===== src/rtl/sprite_pkg.sv =====
// Shared sprite types, palette constants and the palette lookup.
// Used by the base renderer and reusable by other sprite renderers.
package sprite_pkg;

  localparam logic [23:0] LIVE_GREY     = 24'hB0B0B0;
  localparam logic [23:0] LIVE_DARK     = 24'h404040;
  localparam logic [23:0] DEAD_GREY     = 24'h585858;
  localparam logic [23:0] DEAD_DARK     = 24'h202020;
  localparam logic [23:0] DEBUG_MAGENTA = 24'hFF00FF;

  typedef enum logic [1:0] {
    ALIVE     = 2'd0,
    FLASH     = 2'd1,
    DESTROYED = 2'd2
  } base_state_t;

  // 16x16 texels, 5 bits stored per texel; only [3:0] is a colour index.
  typedef logic [0:15][0:15][4:0] sprite16_t;

  // Resolve a colour index.
  // Index 0 is transparent and maps to black.
  // The dead variant swaps in the darker greys.
  function automatic logic [23:0] palette_lookup(input logic [3:0] idx,
                                                 input logic       dead);
    logic [23:0] rgb;
    case (idx)
      4'd0:    rgb = 24'h000000;
      4'd1:    rgb = dead ? DEAD_GREY : LIVE_GREY;
      4'd2:    rgb = dead ? DEAD_DARK : LIVE_DARK;
      default: rgb = DEBUG_MAGENTA;
    endcase
    return rgb;
  endfunction

endpackage


===== src/rtl/sprite_hit_test.sv =====
// Combinational box test for a 16x16 sprite.
// The sprite is scaled by 2^SCALE_SHIFT.
// Offsets wrap modulo 1024, so a scan position left of or above the box
// wraps to a large offset and falls outside.
module sprite_hit_test #(
  parameter int SCALE_SHIFT = 1
) (
  input  logic [9:0] draw_x_i,
  input  logic [9:0] draw_y_i,
  input  logic [9:0] base_x_i,
  input  logic [9:0] base_y_i,
  output logic       inside_o,
  output logic [3:0] row_o,
  output logic [3:0] col_o
);

  localparam logic [9:0] SIZE = 10'(16 << SCALE_SHIFT);

  logic [9:0] dx;
  logic [9:0] dy;

  // Offsets, box test and texel coordinates.
  always_comb begin
    dx       = draw_x_i - base_x_i;
    dy       = draw_y_i - base_y_i;
    inside_o = (dx < SIZE) && (dy < SIZE);
    col_o    = 4'(dx >> SCALE_SHIFT);
    row_o    = 4'(dy >> SCALE_SHIFT);
  end

endmodule


===== src/rtl/base_sprite_renderer.sv =====
// Renders the player's base (eagle) for the pixel pipeline.
// It also runs the ALIVE / FLASH / DESTROYED hit animation.
//
// Handshake: there is no backpressure.
// - in_valid qualifies DrawX/DrawY for exactly one cycle.
// - pix_valid qualifies pix_opaque/pix_rgb two cycles later.
// - Every accepted pixel is produced; throughput is one pixel per cycle.
module base_sprite_renderer
  import sprite_pkg::*;
#(
  parameter int SCALE_SHIFT  = 1,
  parameter int FLASH_FRAMES = 32,
  parameter int BLINK_BIT    = 2
) (
  input  logic        Clk,
  input  logic        Reset,
  input  sprite16_t   sprite,
  input  logic [9:0]  DrawX,
  input  logic [9:0]  DrawY,
  input  logic        in_valid,
  input  logic [9:0]  BaseX,
  input  logic [9:0]  BaseY,
  input  logic        frame_start,
  input  logic        hit,
  input  logic        restart,
  output logic        pix_valid,
  output logic        pix_opaque,
  output logic [23:0] pix_rgb,
  output logic        destroyed,
  output base_state_t dbg_state_o
);

  localparam int CNT_W = $clog2(FLASH_FRAMES) + 1;
  localparam logic [CNT_W-1:0] CNT_LAST = CNT_W'(FLASH_FRAMES - 1);
  localparam logic [CNT_W-1:0] CNT_MAX  = '1;

  // FSM and frame counter.
  base_state_t      state_q, state_d;
  logic [CNT_W-1:0] frame_cnt_q, frame_cnt_d;

  // Stage 1: box test and texel coordinates.
  logic       s1_valid_q, s1_inside_q;
  logic [3:0] s1_row_q, s1_col_q;
  logic       hit_inside;
  logic [3:0] hit_row, hit_col;

  // Stage 2: palette output.
  logic        s2_valid_q, s2_opaque_q;
  logic [23:0] s2_rgb_q;
  logic        s2_opaque_d;
  logic [23:0] s2_rgb_d;
  logic [3:0]  idx;
  logic        visible;

  sprite_hit_test #(.SCALE_SHIFT(SCALE_SHIFT)) u_hit_test (
    .draw_x_i (DrawX),
    .draw_y_i (DrawY),
    .base_x_i (BaseX),
    .base_y_i (BaseY),
    .inside_o (hit_inside),
    .row_o    (hit_row),
    .col_o    (hit_col)
  );

  // Animation next state.
  // restart wins over everything; hit only matters while ALIVE.
  // The counter saturates instead of wrapping.
  always_comb begin
    state_d     = state_q;
    frame_cnt_d = frame_cnt_q;
    if (restart) begin
      state_d     = ALIVE;
      frame_cnt_d = '0;
    end else begin
      case (state_q)
        ALIVE: begin
          if (hit) begin
            state_d     = FLASH;
            frame_cnt_d = '0;
          end
        end
        FLASH: begin
          if (frame_start) begin
            if (frame_cnt_q == CNT_LAST) state_d = DESTROYED;
            if (frame_cnt_q != CNT_MAX)  frame_cnt_d = frame_cnt_q + 1'b1;
          end
        end
        DESTROYED: begin
          if (frame_start && frame_cnt_q != CNT_MAX)
            frame_cnt_d = frame_cnt_q + 1'b1;
        end
        default: begin
          state_d     = ALIVE;
          frame_cnt_d = '0;
        end
      endcase
    end
  end

  // Animation state register.
  always_ff @(posedge Clk or posedge Reset) begin
    if (Reset) begin
      state_q     <= ALIVE;
      frame_cnt_q <= '0;
    end else begin
      state_q     <= state_d;
      frame_cnt_q <= frame_cnt_d;
    end
  end

  // Stage 1 pipeline register.
  always_ff @(posedge Clk or posedge Reset) begin
    if (Reset) begin
      s1_valid_q  <= 1'b0;
      s1_inside_q <= 1'b0;
      s1_row_q    <= '0;
      s1_col_q    <= '0;
    end else begin
      s1_valid_q  <= in_valid;
      s1_inside_q <= hit_inside;
      s1_row_q    <= hit_row;
      s1_col_q    <= hit_col;
    end
  end

  // Texel fetch, blink gating and palette.
  // Uses the current animation state.
  always_comb begin
    idx         = sprite[s1_row_q][s1_col_q][3:0];
    visible     = !((state_q == FLASH) && frame_cnt_q[BLINK_BIT]);
    s2_opaque_d = s1_valid_q && s1_inside_q && (idx != 4'd0) && visible;
    s2_rgb_d    = s2_opaque_d ? palette_lookup(idx, state_q == DESTROYED)
                              : 24'h000000;
  end

  // Stage 2 pipeline register.
  always_ff @(posedge Clk or posedge Reset) begin
    if (Reset) begin
      s2_valid_q  <= 1'b0;
      s2_opaque_q <= 1'b0;
      s2_rgb_q    <= '0;
    end else begin
      s2_valid_q  <= s1_valid_q;
      s2_opaque_q <= s2_opaque_d;
      s2_rgb_q    <= s2_rgb_d;
    end
  end

  assign pix_valid   = s2_valid_q;
  assign pix_opaque  = s2_opaque_q;
  assign pix_rgb     = s2_rgb_q;
  assign destroyed   = (state_q == DESTROYED);
  assign dbg_state_o = state_q;

endmodule


===== config.mk =====
export PLATFORM = sky130hd
export DESIGN_NAME = base_sprite_renderer
export DESIGN_NICKNAME = d
export VERILOG_FILES = /design/src/rtl/sprite_pkg.sv /design/src/rtl/sprite_hit_test.sv /design/src/rtl/base_sprite_renderer.sv
export SDC_FILE = /design/constraint.sdc
export NUM_CORES = 1
export LEC_CHECK = 0
export ABC_AREA = 1
export CAP_MARGIN = 30
export CORE_AREA = 2 2 522 524
export DETAILED_ROUTE_END_ITERATION = 12
export DIE_AREA = 0 0 524 526
export GPL_ROUTABILITY_DRIVEN = 0
export GPL_TIMING_DRIVEN = 0
export HOLD_SLACK_MARGIN = 0.08
export SYNTH_ARGS = -nofsm -noshare
export SYNTH_HDL_FRONTEND = slang
export SYNTH_SLANG_ARGS = --single-unit
export TNS_END_PERCENT = 10

===== constraint.sdc =====
create_clock -name Clk -period 2.85 [get_ports Clk]
set_clock_uncertainty 0.2 [all_clocks]
set_input_delay 0.57 -clock Clk [delete_from_list [all_inputs] [get_ports Clk]]
set_output_delay 0.57 -clock Clk [all_outputs]
set_load 0.02 [all_outputs]

==> results.py, run 1 <==
metrics = {
    "critical_path": {
        "path_buf_inv": 3,
        "end_kind": "register",
        "crit_type": "register to register",
        "max_stage_delay_ps": 590,
        "arrival_ps": 3780,
        "critPathMostFrequentCell": "nand3_1",
        "reg2reg_from": "s1_row_q[2]$_DFF_PP0_",
        "crit_family": "simple AND/OR/NAND/NOR gates",
        "r2r_end": "pix_rgb[22]$_DFF_PP0_",
        "required_ps": 2820,
        "startpoint_type": "register",
        "cp_cell_sequence": "buf_4 -> buf_4 -> clkdlybuf4s18_2 -> nand3_1 -> nand3_2 -> nand3_1 -> nand3_1 -> nand3_1 -> nand3_1 -> nand2_4 -> nand2_1 -> nor2_1 -> nand2_1 -> nand2_1",
        "crit_slowest_cell": "clkdlybuf4s18_2",
        "r2r_slack_ps": -960,
        "worstPathMaxFanout": 12,
        "worstRegToRegCells": 14,
    },
    "yosys": {
        "yosys_warnings": 0,
        "syn_area_sq_um": 12500,
        "syn_inst": 2566,
        "synth_seq_area_share_pct": 6.23,
        "synth.avg_cell_area_sq_um": 4.85,
        "ys_ff_latch": 31,
        "ys_types": 37,
    },
    "final_layout": {
        "layout_common_cells": "nand2_1 (1108), clkdlybuf4s50_1 (1095), nand3_1 (694)",
        "fillers": 31800,
        "layout.nets": 5045,
        "final_layout_size_suffix_gt1_share_pct": 10.1,
        "stdcell_count": 7410,
        "final_common_cell": "nand2_1",
        "multi_input_area_sq_um": 10500,
        "finalInstanceArea_sq_um": 30100,
        "seq_area_sq_um": 777,
        "area_growth_pct": 142,
    },
    "global_routing": {
        "grt.total_usage_pct": 20.2,
        "grt_pass1_vias": 23900,
        "grt_pass1_wl_mm": 335,
        "overflow": 0,
        "antenna_found_initial": 304,
        "grt_max_degree": 19,
    },
    "placed_design": {
        "dp_hpwl_mm": 248,
        "dpl_worst_slack_ps": -2310,
        "dp_cells": 7253,
        "postPlaceCellArea_sq_um": 28200,
        "port_buffers": 1095,
    },
    "floorplanning": {
        "core-area_sq_um": 270000,
        "pin_count": 1355,
        "start_util_pct": 4.62,
        "rows": 191,
        "dieArea_sq_um": 276000,
        "chipWidth_um": 524,
        "die_h_um": 526,
    },
    "clocking": {
        "htreeDepth": 2,
        "clkLatencyLatePin_ps": 290,
        "cts_hold_buf": 0,
        "clk_pin_slew_ps": 60,
        "cts_root_buf": "clkbuf_16",
        "cts_tree": "yes",
        "cts_buffer_depth": 2,
        "cts_sinks": 31,
        "cts_buffers": 5,
    },
    "status": {
        "status": "finished, violations left",
        "violations": "setup timing",
    },
    "sta": {
        "fin_ws_ps": -963,
        "worst_pin_slew_ps": 924,
        "maxSlewViolCount": 0,
        "finalSetupViolCount": 13,
        "fin_setup_tns_ps": -10920,
        "relSlewSlack_pct": 38.4,
        "final.min_clock_period_ps": 3810,
        "clock.fmax_mhz": 262,
        "rsz0062_at_grt": "yes",
        "finalCritPeriodShare_pct": 134,
        "hold_viol_final": 0,
    },
    "route": {
        "drt_iter0_markers": 2309,
        "avgRoutedWirePerCell_um": 39.2,
        "antenna_left": 0,
        "via_per_inst": 3.46,
        "drt_pass1_iterations": 6,
        "route.vias.total": 25600,
        "routed_wl_mm": 290,
        "drc_errors": 0,
    },
    "hold_path": {
        "hold_class": "register to register",
        "holdPathStages": 0,
        "hold_start": "s1_valid_q$_DFF_PP0_",
        "hold_path_end": "pix_valid$_DFF_PP0_",
    },
    "job": {
        "max_cap_viol_count": 0,
    },
    "pwr": {
        "finalPower_mw": 14.6,
        "leakagePower_nw": 11.7,
        "power.density_nw_per_um2": 487,
        "peakVddDrop_uv": 188,
    },
}
stage by stage:
step                      util [%]  hold WS (ps)
after floorplan                  -           154
after global placement        10.3           194
after detailed placement      10.5           196
after CTS                     10.9           208
after global routing          11.1           213
final                         11.2           214
how the worst max path moves through the flow:
| stage | start | to | depth (start not counted) |
|---|---|---|---|
| after floorplan | BaseY[0] | s1_inside_q$_DFF_PP0_ | 15 |
| after global placement | s1_row_q[2]$_DFF_PP0_ | pix_rgb[22]$_DFF_PP0_ | 15 |
| after detailed placement | s1_row_q[1]$_DFF_PP0_ | pix_rgb[22]$_DFF_PP0_ | 17 |
| after CTS | s1_row_q[0]$_DFF_PP0_ | pix_rgb[22]$_DFF_PP0_ | 18 |
| after global routing | s1_row_q[0]$_DFF_PP0_ | pix_rgb[22]$_DFF_PP0_ | 18 |
| final | s1_row_q[2]$_DFF_PP0_ | pix_rgb[22]$_DFF_PP0_ | 14 |
worst register-to-register path, delay by kind of cell, from the launching register on:
kind / cells / cell delay [ps]
simple gates: 11 / 1850
buf+inv: 3 / 1320
flops: 1 / 330
sequential cells by signal (all words and copies together) (netlist names):
| signal | flops |
|---|---|
| pix_opaque | 1 |
| dbg_state_o | 2 |
| pix_valid | 1 |
| frame_cnt_q | 6 |
| pix_rgb | 11 |
| s1_col_q | 4 |
| s1_inside_q | 1 |
| s1_valid_q | 1 |
| s1_row_q | 4 |
cells by family (layout without fill, tap and decap cells):
| family | after synthesis | after routing | synth area share [%] |
|---|---|---|---|
| compound gates | 130 | 130 | 5.60 |
| xor+xnor | 15 | 15 | 1.05 |
| flops | 31 | 31 | 6.23 |
| simple gates | 2049 | 2049 | 70.3 |
| other cells | 1 | 146 | 0.0301 |
| fa+ha+maj | 23 | 23 | 2.43 |
| buf+inv | 317 | 1446 | 14.4 |
routing by layer:
layer	routed length [um]	track usage (%)	vias up
met1	118000	24.7	11900
met2	126000	31.6	2137
met3	29000	6.45	643
li1	-	-	10900
met4	16100	9.54	94
met5	587	0	-
synthesized netlist by cell type:
library cell  number  share of area (%)
a21boi_0           1              0.060
a21oi_1           46                1.8
a21oi_4            1               0.13
a22oi_1            3               0.18
buf_1             23               0.69
buf_12             2               0.32
buf_2            100                4.0
buf_4             44                2.7
buf_6             35                3.2
buf_8              1               0.12
clkbuf_1          16               0.48
clkinv_1           1              0.030
conb_1             1              0.030
dfrtp_1           31                6.2
fa_1               2               0.32
ha_1              21                2.1
inv_1             91                2.7
inv_2              3              0.090
inv_6              1              0.070
nand2_1         1139                 34
nand2_2            4               0.20
nand3_1          764                 31
nand3b_1           2               0.12
nand4_1           28                1.4
nor2_1           106                3.2
nor2_2             2               0.10
nor2_4             1              0.090
nor3_1             2              0.080
nor4_1             1              0.050
o2111ai_1          1              0.070
o211ai_1           6               0.36
o21ai_0           64                2.6
o21ai_1            6               0.24
o31a_1             1              0.070
o31ai_1            1              0.060
xnor2_1            8               0.56
xor2_1             7               0.49
area by class of cell:
type                    instances  share of cell area [%]
well taps                    3570                    14.8
repair buffers               1121                    37.7
clock buffers                   6                   0.462
clock inverters                 2                   0.116
diodes                        143                    1.19
multi-input cells            2220                    34.8
inverters                      96                    1.26
flip-flops and latches         31                    2.58
plain buffers                 221                    7.00
report_power, final:
part           leakage (nW)  total (mW)  internal (mW)  switching, mW
registers             0.407       0.574          0.484         0.0891
logic                  11.3        13.4           3.80           9.60
clock network        0.0878       0.657          0.435          0.222
repair_timing:
| item | CTS | global route |
|---|---|---|
| pin swaps | 4 | 4 |
| resized for setup | 276 | 78 |
| setup buffers | 5 | 0 |
| endpoints found under the setup margin | 14 | 13 |
No activity file was read; power rests on OpenSTA's default activity.
==> inputs of run 2 (changes only) <==
--- a/config.mk
+++ b/config.mk
@@ -7,12 +7,16 @@
 export LEC_CHECK = 0
 export ABC_AREA = 1
 export CAP_MARGIN = 30
-export CORE_AREA = 2 2 522 524
+export CELL_PAD_IN_SITES_DETAIL_PLACEMENT = 1
+export CELL_PAD_IN_SITES_GLOBAL_PLACEMENT = 1
+export CORE_AREA = 2 2 523 525
 export DETAILED_ROUTE_END_ITERATION = 12
-export DIE_AREA = 0 0 524 526
+export DIE_AREA = 0 0 525 527
 export GPL_ROUTABILITY_DRIVEN = 0
 export GPL_TIMING_DRIVEN = 0
 export HOLD_SLACK_MARGIN = 0.08
+export PLACE_DENSITY_LB_ADDON = 0.1
+export REMOVE_ABC_BUFFERS = 1
 export SYNTH_ARGS = -nofsm -noshare
 export SYNTH_HDL_FRONTEND = slang
 export SYNTH_SLANG_ARGS = --single-unit
==> constraint.sdc (replaced) <==
create_clock -name Clk -period 2.85 [get_ports Clk]
set_clock_uncertainty 0.2 [all_clocks]
set_input_delay 0.7125 -clock Clk [delete_from_list [all_inputs] [get_ports Clk]]
set_output_delay 0.7125 -clock Clk [all_outputs]
set_load 0.02 [all_outputs]
==> run 2 against run 1 <==
Net effect: the flow still finishes with violations (setup timing); routed wire length shrank 33%; via count down 14%; total power down 19%.
==> results.py, run 2 (synthesis gave the netlist of run 1 again) <==
metrics = {
    "pwr": {
        "finalPower_mw": 11.9,
        "p_int_mw": 5.22,
        "p_switching_mw": 6.68,
        "peakVddDrop_uv": 205,
        "sw_frac_of_total_pct": 56.1,
        "power.density_nw_per_um2": 387,
        "leakagePower_nw": 12.0,
        "clock_power_share_pct": 5.3,
        "comb_power_share_pct": 89.5,
        "seq_power_share_pct": 5.2,
    },
    "sta": {
        "fin_ws_ps": -572,
        "rsz0062_at_grt": "yes",
        "finalCritPeriodShare_pct": 120,
        "hold-worst-slack_ps": 242,
        "clock.fmax_mhz": 292,
        "worst_pin_slew_ps": 817,
        "hold_viol_final": 0,
        "finalSetupViolCount": 13,
        "final.min_clock_period_ps": 3420,
        "maxSlewViolCount": 0,
        "relSlewSlack_pct": 45.5,
    },
    "route": {
        "route.vias.total": 22100,
        "antenna_left": 0,
        "met3_length_mm": 15.9,
        "via_per_inst": 3.07,
        "drt_pass1_iterations": 4,
        "drc_errors": 0,
        "drt_iter0_markers": 962,
        "top_layer_used": "met5",
        "avgRoutedWirePerCell_um": 27.2,
        "routed_wl_mm": 196,
        "wl_met1_mm": 86.6,
        "met2RoutedLength_mm": 91.5,
    },
    "floorplanning": {
        "rows": 192,
        "core-area_sq_um": 272000,
        "chipWidth_um": 525,
        "dieArea_sq_um": 277000,
        "die_h_um": 527,
        "pin_count": 1355,
        "start_util_pct": 4.58,
    },
    "final_layout": {
        "fillers": 32700,
        "seq_area_sq_um": 796,
        "multi_input_area_sq_um": 10700,
        "stdcell_count": 7217,
        "layout_common_cells": "nand2_1 (1099), clkdlybuf4s50_1 (1094), nand3_1 (688)",
        "largest_reg_flops": 11,
        "finalInstanceArea_sq_um": 30800,
        "final_common_cell": "nand2_1",
        "area_growth_pct": 147,
        "final_layout_size_suffix_gt1_share_pct": 8.49,
        "layout.nets": 4941,
    },
    "placed_design": {
        "dpl_worst_slack_ps": -2490,
        "postPlaceCellArea_sq_um": 27300,
        "dp_hpwl_mm": 139,
        "port_buffers": 1095,
        "dp_cells": 7060,
    },
    "status": {
        "status": "finished, violations left",
        "violations": "setup timing",
    },
    "global_routing": {
        "antenna_found_initial": 146,
        "grt_pass1_vias": 23700,
        "overflow": 0,
        "grt_pass1_wl_mm": 250,
        "grt_max_degree": 62,
        "grt.total_usage_pct": 13.6,
    },
    "clocking": {
        "cts_tree": "yes",
        "cts_hold_buf": 0,
        "cts_root_buf": "clkbuf_16",
        "clk_pin_slew_ps": 60,
        "htreeDepth": 2,
        "cts_sinks": 31,
        "cts_buffer_depth": 2,
        "cts_buffers": 5,
        "clkLatencyLatePin_ps": 280,
    },
    "critical_path": {
        "r2r_slack_ps": -570,
        "startpoint_type": "register",
        "crit_type": "register to register",
        "required_ps": 2870,
        "arrival_ps": 3440,
        "end_kind": "register",
        "worstPathMaxFanout": 8,
    },
    "job": {
        "max_cap_viol_count": 0,
    },
    "hold_path": {
        "hold_class": "register to register",
    },
}
-- run 2: cell count changes in the layout (fill, tap and decap cells not counted), sizes merged --
cell	previous run	this run
buf	223	108
diode	143	35
bufbuf	0	22
clkbuf	29	8
inv	95	103
clkinv	2	5
clkdlybuf4s18	1	0
clkdlybuf4s50	1095	1094
dlymetal6s2s	0	1
-- run 2: power by group through the flow --
stage | Combinational, mW | Clock, mW | Sequential [mW]
2_1_floorplan | 3.72 | 0 | 0.967
3_3_place_gp | 6.83 | 0 | 1.52
3_5_place_dp | 8.53 | 0 | 0.820
4_1_cts | 11.1 | 0.661 | 0.635
5_1_grt | 11.8 | 0.679 | 0.636
6_report | 10.6 | 0.631 | 0.616
-- run 2: critical path, stage by stage, from the launching register on --
cell,delay (ps)
dfrtp_4,510
buf_16,170
buf_16,160
buf_16,160
buf_16,170
inv_16,100
buf_12,110
nand2_1,60
nand3_2,100
nand3_1,90
nand3_1,130
nand3_2,130
nand2_4,170
nand2_1,70
nand3_1,110
nand3_2,110
nand2_4,140
inv_2,50
nor2_4,110
nand2_2,80
nor2_4,110
nand2_2,120
nand2_2,100
-- run 2: area by class of cell --
| cell class | instances | share of cell area (%) |
|---|---|---|
| repair buffers | 1228 | 45.3 |
| multi-input cells | 2220 | 34.8 |
| diodes | 35 | 0.285 |
| clock buffers | 5 | 0.407 |
| flip-flops and latches | 31 | 2.59 |
| repair inverters | 10 | 0.533 |
| well taps | 3589 | 14.6 |
| inverters | 96 | 1.36 |
| clock inverters | 3 | 0.142 |
-- run 2: stage by stage --
step / util [%] / TNS (ps)
floorplan: - / -150690
global placement: 9.75 / -530260
detailed placement: 10.0 / -28540
CTS: 11.2 / -7750
global route: 11.3 / -8960
finish: 11.3 / -6200
-- run 2: timing repair --
action                     CTS  global route
setup endpoints to repair   13            14
gates cloned                57             3
pin swaps                   36            24
buffers inserted            45             8
resized for setup          199            38
-- run 2: worst paths after layout --
kind                                       start                    end  depth (start not counted)
setup / recovery           s1_row_q[0]$_DFF_PP0_  pix_rgb[14]$_DFF_PP0_                         22
hold reg to reg             s1_valid_q$_DFF_PP0_    pix_valid$_DFF_PP0_                          0
min in group asynchronous                  Reset  s1_col_q[2]$_DFF_PP0_                          2
hold / removal              s1_valid_q$_DFF_PP0_    pix_valid$_DFF_PP0_                          0
max in group asynchronous                  Reset  s1_row_q[1]$_DFF_PP0_                          2
setup reg to reg           s1_row_q[0]$_DFF_PP0_  pix_rgb[14]$_DFF_PP0_                         22
-- run 2: per-layer routing --
layer	global-route usage [%]	vias to the layer above
li1	-	10500
met3	5.05	178
met5	0	-
met4	0.980	138
met2	22.8	838
met1	17.0	10500
